### config.mk
export PLATFORM = sky130hd
export DESIGN_NAME = blinking_led_array
export DESIGN_NICKNAME = d
export VERILOG_FILES = /design/src/rtl/blinking_led_array.sv
export SDC_FILE = /design/constraint.sdc
export NUM_CORES = 1
export LEC_CHECK = 0
export ABC_CLOCK_PERIOD_IN_PS = 5650
export CORE_ASPECT_RATIO = 1.4
export CORE_MARGIN = 8
export CORE_UTILIZATION = 49
export CTS_BUF_LIST = sky130_fd_sc_hd__clkbuf_4 sky130_fd_sc_hd__clkbuf_8
export DETAILED_ROUTE_END_ITERATION = 12
export PLACE_DENSITY = 0.74
export REMOVE_ABC_BUFFERS = 1
export SYNTH_ARGS = -nofsm -noshare
export SYNTH_HDL_FRONTEND = slang
export SYNTH_SLANG_ARGS = --single-unit
### constraint.sdc
create_clock -name clk -period 5.65 [get_ports clk]
set_clock_uncertainty 0.05 [all_clocks]
set_input_delay 1.4125 -clock clk [delete_from_list [all_inputs] [get_ports clk]]
set_output_delay 1.4125 -clock clk [all_outputs]
set_load 0.02 [all_outputs]
### src/rtl/blinking_led_array.sv
// blinking_led_array
//   Memory-mapped bank of N_CH LED blinkers that sits in a CPU I/O slot and
//   drives board LEDs directly. A single prescaler produces a tick every
//   CLK_HZ/TICK_HZ clocks. Each channel toggles its phase after RATE ticks.
//   Each channel can be enabled, forced to a fixed level, and re-phased
//   through the SYNC register.
//
//   Register map (word addresses):
//     0..N_CH-1  RATE[i]  RW  half-period in ticks (CNT_W bits, 0 = stopped)
//     16         ENABLE   RW  per-channel blink enable (resets to all ones)
//     17         FORCE    RW  level driven while a channel is disabled
//     18         STATUS   RO  current led_out
//     19         SYNC     WO  bit i=1 restarts channel i low; reads 0
//     20/21      BRIGHT   RW  4-bit brightness, channels 0..7 / 8..15
//                             (only when LED_PWM_EN is defined)
//   Unmapped addresses and unimplemented bits read 0, and writes to them are ignored.
//
//   Optional feature macro: LED_PWM_EN adds the BRIGHT registers and a free
//   running 4-bit PWM counter that gates each LED with duty (BRIGHT+1)/16.
//
//   Ports:
//     clk      in   1      system clock
//     reset_n  in   1      asynchronous active-low reset
//     cs       in   1      slot select
//     read     in   1      read strobe, qualified by cs
//     write    in   1      write strobe, qualified by cs
//     addr     in   5      word address
//     wr_data  in   32     write data
//     rd_data  out  32     registered read data, held until the next read
//     led_out  out  N_CH   registered LED drive

module blinking_led_array #(
  parameter int N_CH    = 8,
  parameter int CLK_HZ  = 100_000_000,
  parameter int TICK_HZ = 1000,
  parameter int CNT_W   = 16
) (
  input  logic            clk,
  input  logic            reset_n,
  input  logic            cs,
  input  logic            read,
  input  logic            write,
  input  logic [4:0]      addr,
  input  logic [31:0]     wr_data,
  output logic [31:0]     rd_data,
  output logic [N_CH-1:0] led_out
);

  localparam int DIV = CLK_HZ / TICK_HZ;
  localparam int PW  = (DIV >= 2) ? $clog2(DIV) : 1;

  localparam logic [4:0]      ADDR_ENABLE    = 5'd16;
  localparam logic [4:0]      ADDR_FORCE     = 5'd17;
  localparam logic [4:0]      ADDR_STATUS    = 5'd18;
  localparam logic [4:0]      ADDR_SYNC      = 5'd19;
  localparam logic [PW-1:0]   PRESC_LAST     = PW'(DIV - 1);
  localparam logic [CNT_W:0]  CNT_ONE        = 1;

  if (DIV < 2) begin : gDivCheck
    $error("blinking_led_array: CLK_HZ/TICK_HZ must be at least 2");
  end
  if (N_CH < 1 || N_CH > 16) begin : gChCheck
    $error("blinking_led_array: N_CH must be in 1..16");
  end
  if (CNT_W < 1 || CNT_W > 32) begin : gCntCheck
    $error("blinking_led_array: CNT_W must be in 1..32");
  end

  logic [CNT_W-1:0] rate_q  [N_CH];
  logic [CNT_W-1:0] rate_d  [N_CH];
  logic [CNT_W-1:0] cnt_q   [N_CH];
  logic [CNT_W-1:0] cnt_d   [N_CH];
  logic [N_CH-1:0]  enable_q, enable_d;
  logic [N_CH-1:0]  force_q,  force_d;
  logic [N_CH-1:0]  phase_q,  phase_d;
  logic [N_CH-1:0]  ledOut_q, ledOut_d;
  logic [PW-1:0]    presc_q,  presc_d;
  logic [31:0]      rdData_q, rdData_d;
  logic [31:0]      rdMux;
  logic [N_CH-1:0]  level;
  logic [CNT_W:0]   cntInc;
  logic             tick;
  logic             wrEn;
  logic             rdEn;
  logic             unusedWrData;

`ifdef LED_PWM_EN
  localparam logic [4:0] ADDR_BRIGHT_LO = 5'd20;
  localparam logic [4:0] ADDR_BRIGHT_HI = 5'd21;

  logic [3:0] bright_q [N_CH];
  logic [3:0] bright_d [N_CH];
  logic [3:0] pwmCnt_q, pwmCnt_d;
`endif

  assign wrEn         = cs && write;
  assign rdEn         = cs && read;
  assign rd_data      = rdData_q;
  assign led_out      = ledOut_q;
  // Upper write-data bits are only meaningful for some registers.
  assign unusedWrData = ^wr_data;

  // Shared prescaler: one-cycle tick on the last count, then wrap.
  always_comb begin
    tick    = (presc_q == PRESC_LAST);
    presc_d = tick ? '0 : presc_q + PW'(1);
  end

  // Software-visible configuration registers.
  always_comb begin
    rate_d   = rate_q;
    enable_d = enable_q;
    force_d  = force_q;
    for (int i = 0; i < N_CH; i++) begin
      if (wrEn && (addr == 5'(i))) begin
        rate_d[i] = wr_data[CNT_W-1:0];
      end
    end
    if (wrEn && (addr == ADDR_ENABLE)) begin
      enable_d = wr_data[N_CH-1:0];
    end
    if (wrEn && (addr == ADDR_FORCE)) begin
      force_d = wr_data[N_CH-1:0];
    end
  end

  // Per-channel blink state. Priority: idle (disabled or rate 0) > SYNC >
  // RATE write > tick. The idle case keeps the channel cleared so it always
  // restarts low with a full half-period once it is re-enabled.
  always_comb begin
    cnt_d   = cnt_q;
    phase_d = phase_q;
    cntInc  = '0;
    for (int i = 0; i < N_CH; i++) begin
      cntInc = {1'b0, cnt_q[i]} + CNT_ONE;
      if (!enable_q[i] || (rate_q[i] == '0)) begin
        cnt_d[i]   = '0;
        phase_d[i] = 1'b0;
      end else if (wrEn && (addr == ADDR_SYNC) && wr_data[i]) begin
        cnt_d[i]   = '0;
        phase_d[i] = 1'b0;
      end else if (wrEn && (addr == 5'(i))) begin
        cnt_d[i] = '0;
      end else if (tick) begin
        if (cntInc >= {1'b0, rate_q[i]}) begin
          cnt_d[i]   = '0;
          phase_d[i] = ~phase_q[i];
        end else begin
          cnt_d[i] = cntInc[CNT_W-1:0];
        end
      end
    end
  end

`ifdef LED_PWM_EN
  // Brightness registers and the free-running PWM counter.
  always_comb begin
    bright_d = bright_q;
    pwmCnt_d = pwmCnt_q + 4'd1;
    for (int i = 0; i < N_CH; i++) begin
      if (wrEn && (addr == ((i < 8) ? ADDR_BRIGHT_LO : ADDR_BRIGHT_HI))) begin
        bright_d[i] = wr_data[4*(i%8) +: 4];
      end
    end
  end
`endif

  // LED level: blink phase when enabled, otherwise the forced level.
  always_comb begin
    level    = (enable_q & phase_q) | (~enable_q & force_q);
    ledOut_d = '0;
`ifdef LED_PWM_EN
    for (int i = 0; i < N_CH; i++) begin
      ledOut_d[i] = level[i] & (pwmCnt_q <= bright_q[i]);
    end
`else
    ledOut_d = level;
`endif
  end

  // Read mux uses pre-write register values, so a simultaneous read and
  // write returns the old contents.
  always_comb begin
    rdMux = '0;
    for (int i = 0; i < N_CH; i++) begin
      if (addr == 5'(i)) begin
        rdMux = 32'(rate_q[i]);
      end
    end
    if (addr == ADDR_ENABLE) begin
      rdMux = 32'(enable_q);
    end
    if (addr == ADDR_FORCE) begin
      rdMux = 32'(force_q);
    end
    if (addr == ADDR_STATUS) begin
      rdMux = 32'(ledOut_q);
    end
`ifdef LED_PWM_EN
    for (int i = 0; i < N_CH; i++) begin
      if (addr == ((i < 8) ? ADDR_BRIGHT_LO : ADDR_BRIGHT_HI)) begin
        rdMux[4*(i%8) +: 4] = bright_q[i];
      end
    end
`endif
    rdData_d = rdEn ? rdMux : rdData_q;
  end

  // State registers with asynchronous active-low reset.
  always_ff @(posedge clk or negedge reset_n) begin
    if (!reset_n) begin
      for (int i = 0; i < N_CH; i++) begin
        rate_q[i] <= '0;
        cnt_q[i]  <= '0;
      end
      enable_q <= '1;
      force_q  <= '0;
      phase_q  <= '0;
      ledOut_q <= '0;
      presc_q  <= '0;
      rdData_q <= '0;
    end else begin
      rate_q   <= rate_d;
      cnt_q    <= cnt_d;
      enable_q <= enable_d;
      force_q  <= force_d;
      phase_q  <= phase_d;
      ledOut_q <= ledOut_d;
      presc_q  <= presc_d;
      rdData_q <= rdData_d;
    end
  end

`ifdef LED_PWM_EN
  // Brightness state, reset to full duty.
  always_ff @(posedge clk or negedge reset_n) begin
    if (!reset_n) begin
      for (int i = 0; i < N_CH; i++) begin
        bright_q[i] <= 4'hF;
      end
      pwmCnt_q <= '0;
    end else begin
      bright_q <= bright_d;
      pwmCnt_q <= pwmCnt_d;
    end
  end
`endif

endmodule

==> results.toml <==
[detailed_routing]
initialDrtViolationCount = 1512
wl_mm = 60.0
route.detailed.drc = 0
detail_route.wl_per_cell_um = 21.2
antenna_violating_nets_post_route = 0
drt-vias-per-instance = 6.10
number_of_vias_in_the_routed_layout = 17300
drtPass1Iterations = 5

[placed_design]
port_buffers = 49
place.gp.congestion = 0.987
postPlaceCellArea_um2 = 21000
place.detailed.hpwl_mm = 43.3

[global_route]
grt_max_degree = 114
grt_pass1_vias = 17400
wire_length_of_the_first_global_routing_pass_mm = 95.3
grt.overflow.total = 0
global_routing_usage_summed_across_all_routing_layers_pct = 24.7
grt_antenna_before_repair = 3

[setup_path]
r2r-end = "cnt_q[31]"
cp.buffers_inverters = 0
cp_num_cells = 12
startpoint_type = "flip-flop"
cp_data_required_time_ns = 6.15
critPathMostFrequentCell = "sky130_fd_sc_hd__nand3_1"
arrival_ns = 5.01
critical_path.top_delay_family = "simple AND/OR/NAND/NOR gates"
timing.critical_path.to_type = "flip-flop"
worst_path_largest_cell_delay_ns = 0.76
cell_chain_of_the_critical_path = "ha_1 -> nand3_1 -> nor4_1 -> nand3_1 -> xnor2_1 -> ha_1 -> a21o_1 -> a221o_1 -> a31oi_1 -> o31a_1 -> or4bb_1 -> nand3_1"
reg2reg_setup_slack_ns = 1.14
timing.critical_path.fanout_max = 22
critical_path_capture_point = "cnt_q[31]"
reg2reg_from = "cnt_q[16]"
critPathSlowestCell = "sky130_fd_sc_hd__o31a_1"
ff2ff_path_depth = 12
timing.critical_path.from = "cnt_q[16]"
crit_type = "flip-flop to flip-flop"

[sta]
tightestPinTransition_ns = 1.06
report.final.setup_viol = 0
period_minus_slack_ns = 4.51
unrepaired_setup_endpoints_after_global_routing = "no"
relative_max_transition_margin_pct = 28.6
timing.setup.tns_ns = 0
timing_hold_violations_final = 0
final-max-slew-violation-count = 0
fin_crit_sh_pct = 79.8
hold_slack_ns = 0.413
max_freq_mhz = 222

[power_and_ir_drop]
peakVddDrop_v = 0.000176
leakage_nw = 10.5
power_density_nw_per_um2 = 272

[synth]
synthesis.instances = 2220
ys_ff_latch = 321
ys_dominant_reg_cell = "sky130_fd_sc_hd__dfrtp_1"
ys.warnings.count = 0
postSynth.asyncResetShare_pct = 100
postSynthAreaPerCell_um2 = 9.03
ys_types = 86
post_synth_instance_area_um2 = 20000
ys_seq_area_share_pct = 40.1
synth_edf_count = 0

[cells_and_area]
area_growth_syn_to_layout_pct = 10.8
most_frequent_cells_in_the_layout = "sky130_fd_sc_hd__dfrtp_1 (313), sky130_fd_sc_hd__nand2_1 (295), sky130_fd_sc_hd__o21ai_0 (171), sky130_fd_sc_hd__inv_1 (155), sky130_fd_sc_hd__ha_1 (137)"
mostFrequentLayoutCell = "sky130_fd_sc_hd__dfrtp_1"
filler_cell_count = 3651
final_core_utilization_pct = 55.1
postLayoutCellArea_um2 = 22200
nets = 2434
multi_input_area_um2 = 10900
seqCellArea_um2 = 8040
final_layout_size_suffix_gt1_share_pct = 10.8

[floorplanning]
floorplan.core_area_um2 = 40300
row_count = 87
design.die.area_um2 = 47700
die_w_um = 187
initial_core_util_pct = 49.8
chipHeight_um = 255
i_o_pin_cnt = 82

[clock_network]
cts.repair.resized = 0
ctsHoldBuffers = 0
clock_sink_count = 321
cts_root_buffer_type = "sky130_fd_sc_hd__clkbuf_8"
max-clock-path-buffers = 3
post-cts-setup-buffer-count = 0
tritoncts = "built"
register_clock_pin_slew_on_the_reported_worst_setup_and_hold_paths_ns = 0.06
ctsHtreeMaxLevel = 2
cts_inserted_buffers = 53
clock_latency_ns = 0.62

[run_status]
outcome = "finished clean"

[job]
drv.max_cap_violation_count = 0

[hold_path]
min_path_type = "flip-flop to flip-flop"
[Yosys cell counts, types with 4 or more instances]
| cell | count | area [um^2] |
|---|---|---|
| sky130_fd_sc_hd__xnor2_1 | 63 | 552 |
| sky130_fd_sc_hd__nand3_1 | 98 | 490 |
| sky130_fd_sc_hd__or4_1 | 6 | 45.0 |
| sky130_fd_sc_hd__a221oi_1 | 13 | 114 |
| sky130_fd_sc_hd__buf_4 | 16 | 120 |
| sky130_fd_sc_hd__and2_1 | 16 | 100 |
| sky130_fd_sc_hd__inv_1 | 155 | 582 |
| sky130_fd_sc_hd__clkbuf_1 | 72 | 270 |
| sky130_fd_sc_hd__a211o_1 | 6 | 52.6 |
| sky130_fd_sc_hd__a32o_1 | 43 | 430 |
| sky130_fd_sc_hd__a31oi_1 | 19 | 119 |
| sky130_fd_sc_hd__nand4_1 | 59 | 369 |
| sky130_fd_sc_hd__nand2b_1 | 21 | 131 |
| sky130_fd_sc_hd__or2_2 | 21 | 131 |
| sky130_fd_sc_hd__o211ai_1 | 29 | 218 |
| sky130_fd_sc_hd__mux2_2 | 58 | 653 |
| sky130_fd_sc_hd__o21ai_0 | 171 | 856 |
| sky130_fd_sc_hd__a22oi_1 | 15 | 113 |
| sky130_fd_sc_hd__a21o_1 | 23 | 173 |
| sky130_fd_sc_hd__a21oi_1 | 65 | 325 |
| sky130_fd_sc_hd__o22ai_1 | 13 | 81.3 |
| sky130_fd_sc_hd__buf_1 | 7 | 26.3 |
| sky130_fd_sc_hd__dfstp_2 | 8 | 210 |
| sky130_fd_sc_hd__nand2_1 | 295 | 1110 |
| sky130_fd_sc_hd__a32oi_1 | 10 | 87.6 |
| sky130_fd_sc_hd__nor2_1 | 114 | 428 |
| sky130_fd_sc_hd__a211oi_1 | 7 | 52.6 |
| sky130_fd_sc_hd__and4_1 | 6 | 52.6 |
| sky130_fd_sc_hd__nor3_1 | 36 | 180 |
| sky130_fd_sc_hd__o21bai_1 | 9 | 67.6 |
| sky130_fd_sc_hd__o31ai_1 | 4 | 30.0 |
| sky130_fd_sc_hd__xor2_1 | 45 | 394 |
| sky130_fd_sc_hd__nor4_1 | 42 | 263 |
| sky130_fd_sc_hd__o21a_1 | 9 | 67.6 |
| sky130_fd_sc_hd__buf_2 | 15 | 75.1 |
| sky130_fd_sc_hd__nor3b_1 | 8 | 60.1 |
| sky130_fd_sc_hd__mux2i_1 | 34 | 340 |
| sky130_fd_sc_hd__nor2b_1 | 22 | 138 |
| sky130_fd_sc_hd__ha_1 | 137 | 1710 |
| sky130_fd_sc_hd__dfrtp_1 | 313 | 7830 |
| sky130_fd_sc_hd__and3_1 | 37 | 231 |
| sky130_fd_sc_hd__nor3_2 | 10 | 100 |
| sky130_fd_sc_hd__buf_6 | 5 | 56.3 |
[sequential cells by signal, summed over array words and instances (netlist names)]
signal	cells
presc_q	17
phase_q	8
led_out	8
enable_q	8
cnt_q	128
force_q	8
rd_data	16
rate_q	128
[report_power, final]
group	switching [W]	leakage (nW)	total [W]	internal, W
Clock	0.000984	0.641	0.00236	0.00137
Sequential	0.000258	4.08	0.00276	0.00251
Combinational	0.000589	5.78	0.000924	0.000335
[area by class of cell]
type | instances | share of cell area (%)
antenna | 1 | 0.0113
tap | 534 | 3.01
clock buffer | 78 | 4.36
timing repair buffer | 83 | 3.47
multi-input combinational | 1640 | 49.2
clock inverter | 18 | 1.10
inverter | 156 | 2.64
sequential | 321 | 36.2
[per-stage QoR]
| step | total power [W] | cells | worst slack (ns) |
|---|---|---|---|
| after detailed placement | 0.00370 | 2732 | 1.16 |
| final | 0.00604 | 2831 | 1.14 |
| after floorplan | 0.00321 | 2117 | 1.60 |
| after global routing | 0.00629 | 2831 | 0.827 |
| after CTS | 0.00606 | 2828 | 1.22 |
| after global placement | 0.00367 | 2732 | 1.20 |
[layer usage]
layer / vias up / part of all wire, % / track usage (%)
met2: 680 / 48 / 41.8
li1: 7985 / - / -
met3: 204 / 6.3 / 3.84
met4: 0 / 6.0 / 14.1
met5: - / 0 / 0
met1: 8405 / 39 / 29.6
[how the worst min path moves through the flow]
stage	cells after the start	end	slack, ns	startpoint
after floorplan	1	presc_q[4]	0.39	presc_q[4]
after global placement	1	presc_q[4]	0.40	presc_q[4]
after detailed placement	1	presc_q[4]	0.40	presc_q[4]
after CTS	1	presc_q[4]	0.42	presc_q[4]
after global routing	1	presc_q[4]	0.44	presc_q[4]
final	1	presc_q[4]	0.41	presc_q[4]
[kinds of logic after synthesis]
kind of cell | share of synthesized area, %
buffers and inverters | 5.78
other | 0.0187
AND/OR/NAND/NOR | 20.6
flip-flops | 40.1
AO/OA/AOI/OAI | 15.1
XOR/XNOR | 4.72
adder cells (fa/ha/maj) | 8.55
multiplexers | 5.07
(Power assumes the default switching activity.)
